$ cat config.mk
export PLATFORM = sky130hd
export DESIGN_NAME = cmp_share_arbiter
export DESIGN_NICKNAME = d
export VERILOG_FILES = /design/src/rtl/cmp_share_arbiter.sv
export SDC_FILE = /design/constraint.sdc
export NUM_CORES = 1
export LEC_CHECK = 0
export CAP_MARGIN = 15
export CORE_ASPECT_RATIO = 1.75
export CORE_MARGIN = 4
export CORE_UTILIZATION = 40
export CTS_CLUSTER_DIAMETER = 80
export DETAILED_ROUTE_END_ITERATION = 7
export PLACE_DENSITY = 0.81
export SLEW_MARGIN = 25
export SYNTH_ARGS = -nofsm -noshare
export SYNTH_HDL_FRONTEND = slang
export SYNTH_SLANG_ARGS = --single-unit
$ cat constraint.sdc
create_clock -name clk_i -period 3.5 [get_ports clk_i]
set_clock_uncertainty 0.15 [all_clocks]
set_input_delay 0.35 -clock clk_i [delete_from_list [all_inputs] [get_ports clk_i]]
set_output_delay 0.35 -clock clk_i [all_outputs]
set_load 0.01 [all_outputs]
$ cat src/rtl/cmp_share_arbiter.sv
// cmp_share_arbiter: two-port shared 32-bit less-than compare unit (IDLE->CMP->RESP).
// Define CMP_ARB_RR_EN for round-robin arbitration; otherwise requester 0 has fixed priority.
module cmp_share_arbiter #(
  parameter logic [1:0]  SIGNED                = 2'b00,
  parameter logic [1:0]  UNSIGNED              = 2'b01,
  parameter logic [31:0] LT_RESULT             = 32'h1,
  parameter logic [31:0] OTHERS                = 32'h0,
  parameter logic [31:0] UNKNOWN_OPCODE_RESULT = 32'h0
) (
  input  logic        clk_i,
  input  logic        rst_n_i,
  input  logic        req0_valid_i,
  output logic        req0_ready_o,
  input  logic [31:0] req0_op_a_i,
  input  logic [31:0] req0_op_b_i,
  input  logic [1:0]  req0_opcode_i,
  input  logic        req1_valid_i,
  output logic        req1_ready_o,
  input  logic [31:0] req1_op_a_i,
  input  logic [31:0] req1_op_b_i,
  input  logic [1:0]  req1_opcode_i,
  output logic        rsp0_valid_o,
  input  logic        rsp0_ready_i,
  output logic [31:0] rsp0_result_o,
  output logic        rsp1_valid_o,
  input  logic        rsp1_ready_i,
  output logic [31:0] rsp1_result_o,
  output logic        busy_o
);
  typedef enum logic [1:0] {IDLE, CMP, RESP} state_t;
  state_t      r_state, w_next;
  logic [31:0] r_op_a, r_op_b, r_result;
  logic [1:0]  r_opcode;
  logic        r_id;
  logic        w_pick1, w_accept, w_rsp_take, w_slt;
  logic [31:0] w_diff, w_cmp;
`ifdef CMP_ARB_RR_EN
  logic        r_last;
  assign w_pick1 = req1_valid_i && (!req0_valid_i || !r_last);
  always_ff @(posedge clk_i)
    if (!rst_n_i) r_last <= 1'b1;
    else if (r_state == RESP && w_rsp_take) r_last <= r_id;
`else
  assign w_pick1 = req1_valid_i && !req0_valid_i;
`endif
  // Ready is masked during reset so nothing is granted while the FSM is held.
  assign req0_ready_o = rst_n_i && r_state == IDLE && req0_valid_i && !w_pick1;
  assign req1_ready_o = rst_n_i && r_state == IDLE && w_pick1;
  assign w_accept     = req0_ready_o || req1_ready_o;
  assign w_rsp_take   = r_id ? rsp1_ready_i : rsp0_ready_i;
  assign w_diff       = r_op_a - r_op_b;
  assign w_slt        = (r_op_a[31] != r_op_b[31]) ? r_op_a[31] : w_diff[31];
  always_comb begin
    w_cmp  = r_opcode == SIGNED   ? (w_slt ? LT_RESULT : OTHERS) :
             r_opcode == UNSIGNED ? ((r_op_a < r_op_b) ? LT_RESULT : OTHERS) :
             UNKNOWN_OPCODE_RESULT;
    w_next = r_state;
    if (r_state == IDLE && w_accept) w_next = CMP;
    else if (r_state == CMP) w_next = RESP;
    else if (r_state == RESP && w_rsp_take) w_next = IDLE;
  end
  always_ff @(posedge clk_i) begin
    if (!rst_n_i) begin
      r_state  <= IDLE;
      r_op_a   <= '0;
      r_op_b   <= '0;
      r_opcode <= '0;
      r_id     <= 1'b0;
      r_result <= '0;
    end else begin
      r_state <= w_next;
      if (w_accept) begin
        r_op_a   <= req1_ready_o ? req1_op_a_i : req0_op_a_i;
        r_op_b   <= req1_ready_o ? req1_op_b_i : req0_op_b_i;
        r_opcode <= req1_ready_o ? req1_opcode_i : req0_opcode_i;
        r_id     <= req1_ready_o;
      end
      if (r_state == CMP) r_result <= w_cmp;
    end
  end
  assign rsp0_valid_o  = r_state == RESP && !r_id;
  assign rsp1_valid_o  = r_state == RESP && r_id;
  assign rsp0_result_o = rsp0_valid_o ? r_result : '0;
  assign rsp1_result_o = rsp1_valid_o ? r_result : '0;
  assign busy_o        = r_state != IDLE;
endmodule
==> flow_summary.yaml <==
logic_synthesis:
  seq_area_frac_synth: 0.315
  synth-edff-count: 0
  yosys_register_bits: 70
  yosys-top-cells-area: "dfxtp_1 (32%), a311oi_1 (13%), nand2_1 (12%)"
  synthCells: 587
  netlist-cell-type-count: 41
  synth.top_cell.area_share: 0.315
  synthArstFlopShare: 0
  synth_warnings: 0
  synth_common_cells: "nand2_1 (138), nor2_1 (73), dfxtp_1 (70), buf_4 (67), a311oi_1 (66)"
  syn_area_sq_mm: 0.00444
  syn_avg_cell_area_sq_um: 7.57
  yosysMostFrequentCell: "nand2_1"
  synth_ff_type: "dfxtp_1"
  synth_area_leader_cell: "dfxtp_1"
timing:
  maxSlewViolCount: 0
  finalHoldViolCount: 0
  clock.fmax_mhz: 375
  slew_headroom: 0.516
  finalSetupViolations: 0
  setup_tns_ps: 0
  fin_crit_sh: 0.761
  rsz0062_at_grt: "false"
  tightestPinTransition_ps: 725
  layout_min_cycle_time_ps: 2660
layout:
  final_nets: 882
  area_delta_synth_final_pct: 35.8
  stdcell_count: 847
  nFillCells: 1001
  multi_input_area_sq_mm: 0.00250
  finish.instance_area_sq_mm: 0.00603
  diodes: 0
  regArea_sq_mm: 0.00140
  drive_above_1_share: 0.0377
critical_path:
  r2r_cells: 10
  cp_data_required_time_ps: 3600
  cp_common_cell: "a21o_1"
  criticalPathCategory: "flip-flop to flip-flop"
  rrSetupSlack_ps: 840
  crit_path_top_delay_cell: "fa_1"
  crit_chain: "inv_1, ha_1, a21o_1, a21o_1, a211oi_1, o211ai_1, a31o_2, fa_1, o31a_1, o22ai_1"
  r2r_end: "r_result[0]$_SDFFE_PN0P_"
  cp_top_family: "compound AO/OA/AOI/OAI gates"
  cp-start-kind: "flip-flop"
  r2r_start: "r_op_b[20]$_SDFFE_PN0N_"
  path_max_fanout: 3
  worstPathArrival_ps: 2760
  path_buf_inv: 1
  crit_path_end_kind: "flip-flop"
  crit_path_max_incr_delay_ps: 360
routing:
  drc: 0
  ant_nets: 0
  wl_um: 12800
  viasPerCell: 5.13
  post_drt_wl_per_cell_um: 15.1
  dr.first_iter.drc_count: 163
  drt_pass1_iterations: 4
  vias: 4343
global_routing:
  grt_pass1_vias: 4272
  grt_pass1_wl_um: 19500
  overflow: 0
  track_usage: 0.194
  antenna_found_initial: 0
  grt_max_degree: 109
cts:
  clock_latency_ps: 330
  ctsRootBufferMaster: "clkbuf_16"
  ctsHoldBuffers: 0
  clock_tree.htree_level_count: 3
  clockBufferDepth: 2
  cts_setup_buffers: 0
  clock_sinks: 70
  clkTransAtPathRegs_ps: 50
  postCtsResizedCells: 0
  cts_inserted_buffers: 9
  cts_tree: "done"
die:
  ioPinCount: 207
  rows: 50
  fp.coreArea_sq_mm: 0.0108
  die_h_um: 147
  die_w_um: 87.7
  initial_core_util: 0.413
  dieArea_sq_mm: 0.0129
power_and_ir_drop:
  p_leak_nw: 2.52
  vdd_drop_max_mv: 0.325
  power_mw: 2.58
  p_per_area_mw_per_mm2: 427
placement:
  placed_area_sq_mm: 0.00570
  placedCellCount: 831
  gp_congestion: 0.808
  hpwlAfterDp_um: 9990
  port_buffers: 144
min_path:
  worstHoldPathCells: 2
  min_path_type: "flip-flop to flip-flop"
  whs_endpoint: "r_op_b[29]$_SDFFE_PN0N_"
  hp-start: "r_op_b[29]$_SDFFE_PN0N_"
outcome:
  status: "finished, final reports clean"
flow_run:
  drv_cap: 0
==> worst min-delay path: stages, from the launching register on <==
cell and delay, ps:
dfxtp_1 310, nor2_1 90, a311oi_1 50
==> worst max-delay path by stage <==
| stage | startpoint | slack (ps) | depth (start not counted) | end |
|---|---|---|---|---|
| 6_report | r_op_b[20]$_SDFFE_PN0N_ | 840 | 10 | r_result[0]$_SDFFE_PN0P_ |
| 3_5_place_dp | r_op_b[20]$_SDFFE_PN0N_ | 860 | 10 | r_result[0]$_SDFFE_PN0P_ |
| 3_3_place_gp | r_op_b[20]$_SDFFE_PN0N_ | 980 | 10 | r_result[0]$_SDFFE_PN0P_ |
| 4_1_cts | r_op_b[20]$_SDFFE_PN0N_ | 850 | 10 | r_result[0]$_SDFFE_PN0P_ |
| 5_1_grt | r_op_b[14]$_SDFFE_PN0N_ | 730 | 10 | r_result[0]$_SDFFE_PN0P_ |
| 2_1_floorplan | r_op_b[9]$_SDFFE_PN0N_ | 1080 | 10 | r_result[0]$_SDFFE_PN0P_ |
==> kinds of logic (layout without fill, tap and decap cells) <==
logic type / count (synthesis) / count (layout) / synth area share
DFF: 70 / 70 / 0.315
AOI/OAI and AO/OA: 114 / 114 / 0.199
adders and majority gates: 32 / 32 / 0.0918
buffers and inverters: 133 / 202 / 0.174
other: 1 / 62 / 0.000844
and+or+nand+nor: 236 / 236 / 0.217
muxes: 1 / 1 / 0.00225
==> cells in the final DEF (no fill, tap or decap), types with 2 or more instances in the layout <==
cell / netlist / layout
dfxtp_1: 70 / 70
nand4_1: 4 / 4
inv_2: 2 / 3
ha_1: 31 / 31
nand2_1: 138 / 138
o211ai_1: 3 / 3
nand3_1: 4 / 4
nor2_1: 73 / 73
clkbuf_8: 0 / 3
and4_1: 2 / 2
clkdlybuf4s50_1: 0 / 144
and2_1: 2 / 2
buf_4: 67 / 5
and3_1: 2 / 2
inv_1: 34 / 33
nor2b_1: 2 / 2
a21o_1: 7 / 7
a211oi_1: 6 / 6
a21oi_1: 16 / 16
o21ai_0: 7 / 7
nor3_1: 2 / 2
clkbuf_16: 0 / 9
a311oi_1: 66 / 66
bufinv_16: 0 / 2
conb_1: 1 / 62
==> layout make-up <==
class | instances | area share
Multi-Input combinational cell | 445 | 0.414
Timing Repair Buffer | 150 | 0.248
Sequential cell | 70 | 0.232
Clock buffer | 13 | 0.0448
Tap cell | 130 | 0.0270
Inverter | 36 | 0.0224
Clock inverter | 3 | 0.0108
==> layer usage <==
layer / GRT usage / share of wire
met3: 0.0374 / 0.066
met1: 0.180 / 0.34
met4: 0.0868 / 0.026
met5: 0 / 0
met2: 0.385 / 0.57
==> where the power goes <==
part           total (mW)  leakage [nW]  internal (mW)  switching, mW
Clock                1.00         0.166          0.681          0.321
Sequential          0.921         0.579          0.873         0.0476
Combinational       0.652          1.78          0.325          0.327
Total                2.58          2.52           1.88          0.696
==> registers in the layout, summed over array words and instances, names as in the netlist <==
name	cells
r_state	2
r_op_a	32
r_result	1
r_opcode	2
r_op_b	32
r_id	1
==> stage by stage <==
stage                     utilization  hold WS (ps)  setup slack, ps
after global routing            0.561           362              729
after CTS                       0.561           348              849
after detailed placement        0.530           340              863
final                           0.561           345              837
after global placement          0.530           340              978
after floorplan                     -           297             1080
Power figures use the tool's default switching activity.
